[src/rtl/id_issue_if.sv]
// ----------------------------------------------------------------------------
// id_issue_if
//   Instruction handshake between the fetch (IF) stage and the decode/issue
//   stage.
//
//   Signals
//     inst_i        32  instruction word offered by IF
//     inst_valid_i   1  inst_i is valid this cycle
//     inst_ready_o   1  decode consumes inst_i this cycle when valid & ready
//     flush_i        1  drop whatever instruction is currently offered
//
//   Modports
//     master : fetch side (drives the instruction, observes ready)
//     slave  : decode/issue side (observes the instruction, drives ready)
// ----------------------------------------------------------------------------
interface id_issue_if;
  logic [31:0] inst_i;
  logic        inst_valid_i;
  logic        inst_ready_o;
  logic        flush_i;

  modport master (
    output inst_i,
    output inst_valid_i,
    output flush_i,
    input  inst_ready_o
  );

  modport slave (
    input  inst_i,
    input  inst_valid_i,
    input  flush_i,
    output inst_ready_o
  );
endinterface : id_issue_if

[src/rtl/id_issue.sv]
// ----------------------------------------------------------------------------
// id_issue
//   RV32 decode-and-issue stage feeding the ID/EX pipeline buffer. Decodes the
//   AND/OR/ADD/SUB/MUL/ADDI subset, reads the register file and holds back
//   issue while a source register still has a write in flight. All ID/EX
//   outputs are registered; a cycle with nothing to issue is a bubble.
//
//   Parameters
//     SB_DEPTH  in-flight stages tracked by the scoreboard (EX, MEM, WB)
//     CNT_W     width of the saturating stall counter
//
//   Ports
//     clk_i, rst_i        clock (rising edge), async active-low reset
//     if_bus              instruction handshake from IF (slave side)
//     rf_rs1/2_addr_o     register-file read addresses, combinational
//     rf_rs1/2_data_i     register-file read data, combinational
//     rs1/rs2_data_o      registered operand data to ID/EX
//     imm_o               registered sign-extended immediate (ADDI only)
//     rs1_o/rs2_o/rsd_o   registered register indices to ID/EX
//     Op_o                registered ALU op code
//     valid_o             1 = issued instruction, 0 = bubble
//     illegal_o           one-cycle pulse after accepting an unsupported word
//     stall_cnt_o         saturating count of stall cycles
// ----------------------------------------------------------------------------
module id_issue #(
  parameter int SB_DEPTH = 3,
  parameter int CNT_W    = 16
) (
  input  logic             clk_i,
  input  logic             rst_i,

  id_issue_if.slave        if_bus,

  output logic [4:0]       rf_rs1_addr_o,
  output logic [4:0]       rf_rs2_addr_o,
  input  logic [31:0]      rf_rs1_data_i,
  input  logic [31:0]      rf_rs2_data_i,

  output logic [31:0]      rs1_data_o,
  output logic [31:0]      rs2_data_o,
  output logic [31:0]      imm_o,
  output logic [4:0]       rs1_o,
  output logic [4:0]       rs2_o,
  output logic [4:0]       rsd_o,
  output logic [2:0]       Op_o,
  output logic             valid_o,
  output logic             illegal_o,
  output logic [CNT_W-1:0] stall_cnt_o
);

  // --------------------------------------------------------------------------
  // Types
  // --------------------------------------------------------------------------
  typedef enum logic [2:0] {
    OP_AND  = 3'b000,
    OP_OR   = 3'b001,
    OP_ADD  = 3'b010,
    OP_SUB  = 3'b011,
    OP_MUL  = 3'b100,
    OP_ADDI = 3'b101
  } op_e;

  // One in-flight writer: destination register plus whether it really writes.
  typedef struct packed {
    logic       valid;
    logic [4:0] rd;
  } sb_entry_t;

  localparam logic [6:0] OPC_REG = 7'b0110011;
  localparam logic [6:0] OPC_IMM = 7'b0010011;

  // --------------------------------------------------------------------------
  // Instruction fields
  // --------------------------------------------------------------------------
  logic [6:0] opcode;
  logic [2:0] funct3;
  logic [6:0] funct7;
  logic [4:0] rs1;
  logic [4:0] rs2;
  logic [4:0] rd;

  assign opcode = if_bus.inst_i[6:0];
  assign rd     = if_bus.inst_i[11:7];
  assign funct3 = if_bus.inst_i[14:12];
  assign rs1    = if_bus.inst_i[19:15];
  assign rs2    = if_bus.inst_i[24:20];
  assign funct7 = if_bus.inst_i[31:25];

  // Register-file addresses are presented straight from the raw fields so the
  // read data is ready in the same cycle; whether rs2 matters is decided later.
  assign rf_rs1_addr_o = rs1;
  assign rf_rs2_addr_o = rs2;

  // --------------------------------------------------------------------------
  // Decode
  // --------------------------------------------------------------------------
  logic        dec_legal;
  op_e         dec_op;
  logic        dec_use_rs2;
  logic [31:0] dec_imm;

  always_comb begin
    // NOTE: every output of a combinational block gets a default first, so no
    // path through the case statements can leave it unassigned (no latch).
    dec_legal   = 1'b0;
    dec_op      = OP_AND;
    dec_use_rs2 = 1'b0;
    dec_imm     = '0;

    case (opcode)
      OPC_REG: begin
        dec_use_rs2 = 1'b1;
        case ({funct7, funct3})
          {7'b0000000, 3'b111}: begin dec_legal = 1'b1; dec_op = OP_AND; end
          {7'b0000000, 3'b110}: begin dec_legal = 1'b1; dec_op = OP_OR;  end
          {7'b0000000, 3'b000}: begin dec_legal = 1'b1; dec_op = OP_ADD; end
          {7'b0100000, 3'b000}: begin dec_legal = 1'b1; dec_op = OP_SUB; end
          {7'b0000001, 3'b000}: begin dec_legal = 1'b1; dec_op = OP_MUL; end
          default: ;
        endcase
      end
      OPC_IMM: begin
        if (funct3 == 3'b000) begin
          dec_legal = 1'b1;
          dec_op    = OP_ADDI;
          dec_imm   = {{20{if_bus.inst_i[31]}}, if_bus.inst_i[31:20]};
        end
      end
      default: ;
    endcase
  end

  // --------------------------------------------------------------------------
  // Scoreboard and hazard detection
  // --------------------------------------------------------------------------
  sb_entry_t [SB_DEPTH-1:0] sb_q;
  logic                     hazard;

  // x0 is hard-wired zero, so reading it can never conflict with a writer.
  always_comb begin
    hazard = 1'b0;
    for (int i = 0; i < SB_DEPTH; i++) begin
      if (sb_q[i].valid) begin
        if ((rs1 != 5'd0) && (sb_q[i].rd == rs1)) begin
          hazard = 1'b1;
        end
        if (dec_use_rs2 && (rs2 != 5'd0) && (sb_q[i].rd == rs2)) begin
          hazard = 1'b1;
        end
      end
    end
  end

  // --------------------------------------------------------------------------
  // Handshake
  // --------------------------------------------------------------------------
  logic stall;
  logic issue;
  logic accept_illegal;

  // Flush wins over everything: the offered word is consumed and dropped.
  // Illegal words are never stalled, they are simply swallowed.
  assign stall          = if_bus.inst_valid_i & dec_legal & hazard & ~if_bus.flush_i;
  assign issue          = if_bus.inst_valid_i & dec_legal & ~hazard & ~if_bus.flush_i;
  assign accept_illegal = if_bus.inst_valid_i & ~dec_legal & ~if_bus.flush_i;

  assign if_bus.inst_ready_o = ~stall;

  // --------------------------------------------------------------------------
  // Scoreboard shift register
  // --------------------------------------------------------------------------
  // Entry 0 is written on every edge, so bubbles push an empty slot in and the
  // oldest writer ages out after exactly SB_DEPTH cycles.
  always_ff @(posedge clk_i or negedge rst_i) begin
    // NOTE: the scoreboard is a tiny register array, not a RAM; it must be
    // reset because stale valid bits would cause phantom stalls after reset.
    if (!rst_i) begin
      sb_q <= '0;
    end else begin
      // NOTE: sequential state uses non-blocking assignments so every stage
      // shifts from the pre-edge value regardless of statement order.
      sb_q[0].valid <= issue & (rd != 5'd0);
      sb_q[0].rd    <= issue ? rd : 5'd0;
      for (int i = 1; i < SB_DEPTH; i++) begin
        sb_q[i] <= sb_q[i-1];
      end
    end
  end

  // --------------------------------------------------------------------------
  // ID/EX output register
  // --------------------------------------------------------------------------
  always_ff @(posedge clk_i or negedge rst_i) begin
    if (!rst_i) begin
      valid_o    <= 1'b0;
      Op_o       <= 3'b000;
      rsd_o      <= '0;
      rs1_o      <= '0;
      rs2_o      <= '0;
      rs1_data_o <= '0;
      rs2_data_o <= '0;
      imm_o      <= '0;
    end else if (issue) begin
      valid_o    <= 1'b1;
      Op_o       <= dec_op;
      rsd_o      <= rd;
      rs1_o      <= rs1;
      rs1_data_o <= rf_rs1_data_i;
      // ADDI's rs2 field holds immediate bits; present it as unused.
      rs2_o      <= dec_use_rs2 ? rs2 : 5'd0;
      rs2_data_o <= dec_use_rs2 ? rf_rs2_data_i : 32'd0;
      imm_o      <= dec_imm;
    end else begin
      valid_o    <= 1'b0;
      Op_o       <= 3'b000;
      rsd_o      <= '0;
      rs1_o      <= '0;
      rs2_o      <= '0;
      rs1_data_o <= '0;
      rs2_data_o <= '0;
      imm_o      <= '0;
    end
  end

  // --------------------------------------------------------------------------
  // Illegal pulse and stall counter
  // --------------------------------------------------------------------------
  always_ff @(posedge clk_i or negedge rst_i) begin
    if (!rst_i) begin
      illegal_o   <= 1'b0;
      stall_cnt_o <= '0;
    end else begin
      illegal_o <= accept_illegal;
      if (stall && (stall_cnt_o != {CNT_W{1'b1}})) begin
        stall_cnt_o <= stall_cnt_o + 1'b1;
      end
    end
  end

endmodule : id_issue
[src/flat_wrapper.sv]
// flat-port wrapper written by rule: the top's interface ports become plain ports
module id_issue_flat 
#(
  parameter int SB_DEPTH = 3,
  parameter int CNT_W    = 16
)
  (clk_i, rst_i, rf_rs1_addr_o, rf_rs2_addr_o, rf_rs1_data_i, rf_rs2_data_i, rs1_data_o, rs2_data_o, imm_o, rs1_o, rs2_o, rsd_o, Op_o, valid_o, illegal_o, stall_cnt_o, if_bus_inst_i, if_bus_inst_valid_i, if_bus_flush_i, if_bus_inst_ready_o);
  id_issue_if if_bus_i ();
  input  logic clk_i;
  input  logic rst_i;
  output logic [4:0] rf_rs1_addr_o;
  output logic [4:0] rf_rs2_addr_o;
  input  logic [31:0] rf_rs1_data_i;
  input  logic [31:0] rf_rs2_data_i;
  output logic [31:0] rs1_data_o;
  output logic [31:0] rs2_data_o;
  output logic [31:0] imm_o;
  output logic [4:0] rs1_o;
  output logic [4:0] rs2_o;
  output logic [4:0] rsd_o;
  output logic [2:0] Op_o;
  output logic valid_o;
  output logic illegal_o;
  output logic [CNT_W-1:0] stall_cnt_o;
  input wire logic [$bits(if_bus_i.inst_i)-1:0] if_bus_inst_i;
  input wire logic [$bits(if_bus_i.inst_valid_i)-1:0] if_bus_inst_valid_i;
  input wire logic [$bits(if_bus_i.flush_i)-1:0] if_bus_flush_i;
  output wire logic [$bits(if_bus_i.inst_ready_o)-1:0] if_bus_inst_ready_o;
  assign if_bus_i.inst_i = if_bus_inst_i;
  assign if_bus_i.inst_valid_i = if_bus_inst_valid_i;
  assign if_bus_i.flush_i = if_bus_flush_i;
  assign if_bus_inst_ready_o = if_bus_i.inst_ready_o;
  id_issue #(.SB_DEPTH(SB_DEPTH), .CNT_W(CNT_W)) u_core (.clk_i(clk_i), .rst_i(rst_i), .if_bus(if_bus_i), .rf_rs1_addr_o(rf_rs1_addr_o), .rf_rs2_addr_o(rf_rs2_addr_o), .rf_rs1_data_i(rf_rs1_data_i), .rf_rs2_data_i(rf_rs2_data_i), .rs1_data_o(rs1_data_o), .rs2_data_o(rs2_data_o), .imm_o(imm_o), .rs1_o(rs1_o), .rs2_o(rs2_o), .rsd_o(rsd_o), .Op_o(Op_o), .valid_o(valid_o), .illegal_o(illegal_o), .stall_cnt_o(stall_cnt_o));
endmodule
[config.mk]
export PLATFORM = sky130hd
export DESIGN_NAME = id_issue_flat
export DESIGN_NICKNAME = d
export VERILOG_FILES = /design/src/rtl/id_issue_if.sv /design/src/rtl/id_issue.sv /design/src/flat_wrapper.sv
export SDC_FILE = /design/constraint.sdc
export NUM_CORES = 1
export LEC_CHECK = 0
export BUFFER_PORTS_ARGS = -buffer_cell sky130_fd_sc_hd__buf_4
export CORE_ASPECT_RATIO = 1.75
export CORE_MARGIN = 4
export CORE_UTILIZATION = 48
export CTS_BUF_LIST = sky130_fd_sc_hd__clkbuf_2
export DETAILED_ROUTE_END_ITERATION = 7
export GPL_TIMING_DRIVEN = 0
export PLACE_DENSITY = 0.82
export SLEW_MARGIN = 10
export SYNTH_ARGS = -nofsm -noshare
export SYNTH_HDL_FRONTEND = slang
export SYNTH_SLANG_ARGS = --single-unit
[constraint.sdc]
create_clock -name clk_i -period 2.49 [get_ports clk_i]
set_clock_uncertainty 0.1 [all_clocks]
set_input_delay 0.249 -clock clk_i [delete_from_list [all_inputs] [get_ports clk_i]]
set_output_delay 0.249 -clock clk_i [all_outputs]
set_load 0.02 [all_outputs]
==> summary.md <==
| Metric | Value |
|---|---|
| Startpoint Class | `register` |
| Relative slew slack | `58.2%` |
| CP bufs+invs | `3` |
| Crit path DAT | `2.99 ns` |
| DRC Markers | `0` |
| Nets@finish | `873` |
| Delay of the slowest critical-path stage | `0.57 ns` |
| R2R Setup Slk | `0.009 ns` |
| Top delay family on crit path | `buffers and inverters` |
| Layout Cell Area excl Fill | `roughly 0.0085 sq mm` |
| Top area cells in the synthesized netlist | `dfrtp_1 61%, xnor2_1 6.9%, and2_1 6.8%` |
| Maximum VDD drop | `~330 uV` |
| Starting Density | `49.4%` |
| Tot GR Track Use | `30.4%` |
| Initial antenna violation count | `2` |
| Vias | `4,663` |
| CTS tree | `yes` |
| Synthesized Nets | `501` |
| Final-report setup violation count | `0` |
| Synthesized flop and latch total | `125` |
| WP data required | `around 3.0 ns` |
| Area of placed instances | `0.00706 sq mm` |
| HPWL after detailed placement | `11.2 mm` |
| Critical path depth | `10` |
| Site row count | `49` |
| Fmax | `403 MHz` |
| Core Region | `between 0.01 and 0.015 sq mm` |
| Cell taking the most area after synthesis | `dfrtp_1` |
| Tmin final | `between 2 and 2.5 ns` |
| Layout cells sized above 1 | `around 45%` |
| CP Capture Type | `register` |
| Clk sinks | `125` |
| Largest net degree at the start of global routing | `64` |
| # IOs | `243` |
| Crit Path Category | `reg2reg` |
| TritonCTS buffer count | `17` |
| Sequential area share after synthesis | `between 60% and 70%` |
| Critical path cell sequence | `xnor2_1 > nand4_1 > o22ai_2 > a22oi_4 > nand2_4 > buf_4 > nor2_4 > buf_6 > and3_1 > dlygate4sd3_1` |
| Status | `finished clean` |
| RSZ-0062 raised after global routing | `true` |
| CTS clock-pin slew for the worst setup and hold paths | `around 0.23 ns` |
| CTS root buf | `clkbuf_2` |
| Drt pass-1 iters | `4` |
| Distinct cell type count after synthesis | `41` |
| Hold Path Cell Cnt | `5` |
| Vias in the first global route | `~5,000` |
| P_leak | `about 4.6 nW` |
| Initial DRC count | `304` |
| Final Max Tran Viols | `0` |
| Max Cap Violations | `0` |
| Clock buffer depth | `2` |
| R2R depth | `10` |
| Port bufs | `237` |
| Worst-margin pin slew | `0.627 ns` |
| Die Wd | `approximately 86 um` |
| Pwr dens | `~430 mW/mm^2` |
| Crit path max fanout | `10` |
| Hold Path Class | `in2reg` |
| Avg WL per Cell | `20.5 um` |
| Fin. Hold Viols | `0` |
| Period utilization | `between 90 and 100%` |
| DRT Wirelength | `about 19 mm` |
| Area growth syn-to-layout | `67.1%` |
| Syn Inst Count | `400` |
| Post-Syn Area per Cell | `approximately 13 sq um` |
| Post-Route Utilization | `82.6%` |
| Grt total ovfl | `0` |
| Syn. warnings | `0` |
| First-pass GRT wire length | `28.1 mm` |
| Yosys top cell area share | `61.4%` |
| Routed Antenna Nets | `0` |
| Slowest-stage cell, CP | `dlygate4sd3_1` |
| Final weighted congestion in routability-driven placement | `0.803` |
| H-tree levels | `4` |
| Via/cell ratio | `5.11` |
| Die H | `144 um` |
| Die area | `0.0124 sq mm` |
| Post-Syn Area | `0.00509 sq mm` |
| Worst skew pair latency | `~0.67 ns` |
## per-stage QoR
step	hold slack (ns)	worst slack, ns	total power, mW	std cells	TNS [ns]
after floorplan	-0.147	0.274	2.15	400	0
after global placement	0.280	-0.0742	2.33	764	-0.280
after detailed placement	0.162	-0.101	2.35	765	-0.461
after CTS	0.0432	0.00846	3.65	907	0
after global routing	0.0351	-0.0729	3.82	913	-0.145
final	0.102	0.00943	3.69	913	0
## area by class of cell
| cell class | instances | area, sq um |
|---|---|---|
| Sequential cell | 125 | 3130 |
| Clock inverter | 15 | 139 |
| Buffer | 57 | 429 |
| Tap cell | 127 | 159 |
| Inverter | 1 | 3.75 |
| Clock buffer | 17 | 85.1 |
| Fill cell | 542 | 1790 |
| Timing Repair Buffer | 353 | 2950 |
| Multi-Input combinational cell | 217 | 1620 |
| Antenna cell | 1 | 2.50 |
## state kept, by name, indices dropped and copies added, names as in the netlist
name                flops
u_core.stall_cnt_o     16
u_core.sb_q            18
u_core.imm_o           12
u_core.rs1_data_o      32
u_core.rs2_o            5
u_core.illegal_o        1
u_core.Op_o             3
u_core.rs2_data_o      32
u_core.rs1_o            5
u_core.valid_o          1
## worst reg2reg max path, stage by stage (launching register included)
cell           delay, ns
dfrtp_1             0.47
xnor2_1             0.18
nand4_1             0.15
o22ai_2             0.21
a22oi_4             0.12
nand2_4             0.08
buf_4               0.16
nor2_4              0.05
buf_6               0.16
and3_1              0.19
dlygate4sd3_1       0.57
## layout by cell type, fill, tap and decap left out, drive strengths merged, types with 2 or more instances in the layout
master / synthesis / layout
xnor2: 40 / 40
nor4: 2 / 2
inv: 1 / 5
mux2: 2 / 2
nor4b: 2 / 2
o22ai: 2 / 2
clkinv: 0 / 8
o21ai: 2 / 2
nor2: 4 / 4
and3b: 2 / 2
clkbuf: 10 / 27
buf: 47 / 298
nand3: 6 / 6
nand2: 16 / 16
nand4: 12 / 12
and4: 2 / 2
clkinvlp: 0 / 2
and3: 45 / 45
and2: 55 / 55
dlygate4sd3: 0 / 102
nor3b: 2 / 2
nor3: 5 / 5
or4: 2 / 2
xor2: 4 / 4
dfrtp: 125 / 125
## power by group
group          internal [mW]  switching [mW]
combinational          0.252           0.176
sequential              2.03        0.000580
clock                  0.374           0.855
## worst paths after layout
kind	from	end
worst max-delay path	u_core.sb_q[2]$_DFF_PN0_	u_core.rs2_data_o[31]$_DFF_PN0_
worst max register to register	u_core.sb_q[2]$_DFF_PN0_	u_core.rs2_data_o[31]$_DFF_PN0_
worst min register to register	u_core.sb_q[5]$_DFF_PN0_	u_core.sb_q[11]$_DFF_PN0_
max in group asynchronous	rst_i	u_core.stall_cnt_o[12]$_DFFE_PN0P_
worst min-delay path	if_bus_inst_i[12]	u_core.imm_o[7]$_DFF_PN0_
min in group asynchronous	rst_i	u_core.imm_o[8]$_DFF_PN0_
## cell usage after synthesis
cell type / n
nor3b_1: 2
a211oi_4: 1
nor4_1: 1
buf_2: 1
nand2_2: 1
mux2_2: 2
or3_4: 1
a2111oi_0: 1
or4_1: 2
a21boi_1: 1
and3_1: 45
nand3_1: 6
a22oi_4: 1
nor2_4: 1
and4b_1: 1
and3b_1: 2
clkbuf_1: 7
o21a_1: 1
clkbuf_2: 3
buf_4: 36
and2_1: 55
o211ai_1: 1
a211o_1: 1
o22ai_1: 2
inv_1: 1
nor3_1: 5
nor4_2: 1
o21ai_2: 1
dfrtp_1: 125
o32ai_2: 1
nand3b_2: 1
nor2_1: 3
nor4b_2: 2
nand4_1: 12
xor2_1: 4
xnor2_1: 40
o21ai_1: 1
ha_1: 1
buf_6: 10
and4_1: 2
nand2_1: 15
## kinds of logic (layout without fill, tap and decap cells)
family	count (synthesis)	in the layout	share of synthesized area, %
AOI/OAI and AO/OA	12	12	2.43
xor gates and xnor gates	44	44	7.57
adders and majority gates	1	1	0.246
buffers and inverters	58	443	8.50
DFF	125	125	61.4
muxes	2	2	0.442
other	0	1	0
and+or+nand+nor	158	158	19.4
## metal layers
layer  global-route usage, %  up-vias  wire (um)
li1                        -     2043          -
met3                    8.27       58       1200
met2                    56.5      232      10600
met5                       0        -          0
met4                    14.8        0        771
met1                    30.7     2330       6220
## timing repair
item	CTS	global route
setup endpoints to repair	1	9
hold endpoints to repair	223	0
buffers inserted	7	5
pin swaps	10	5
resized for setup	8	6
hold buffers	103	0
No activity file was read; power rests on OpenSTA's default activity.
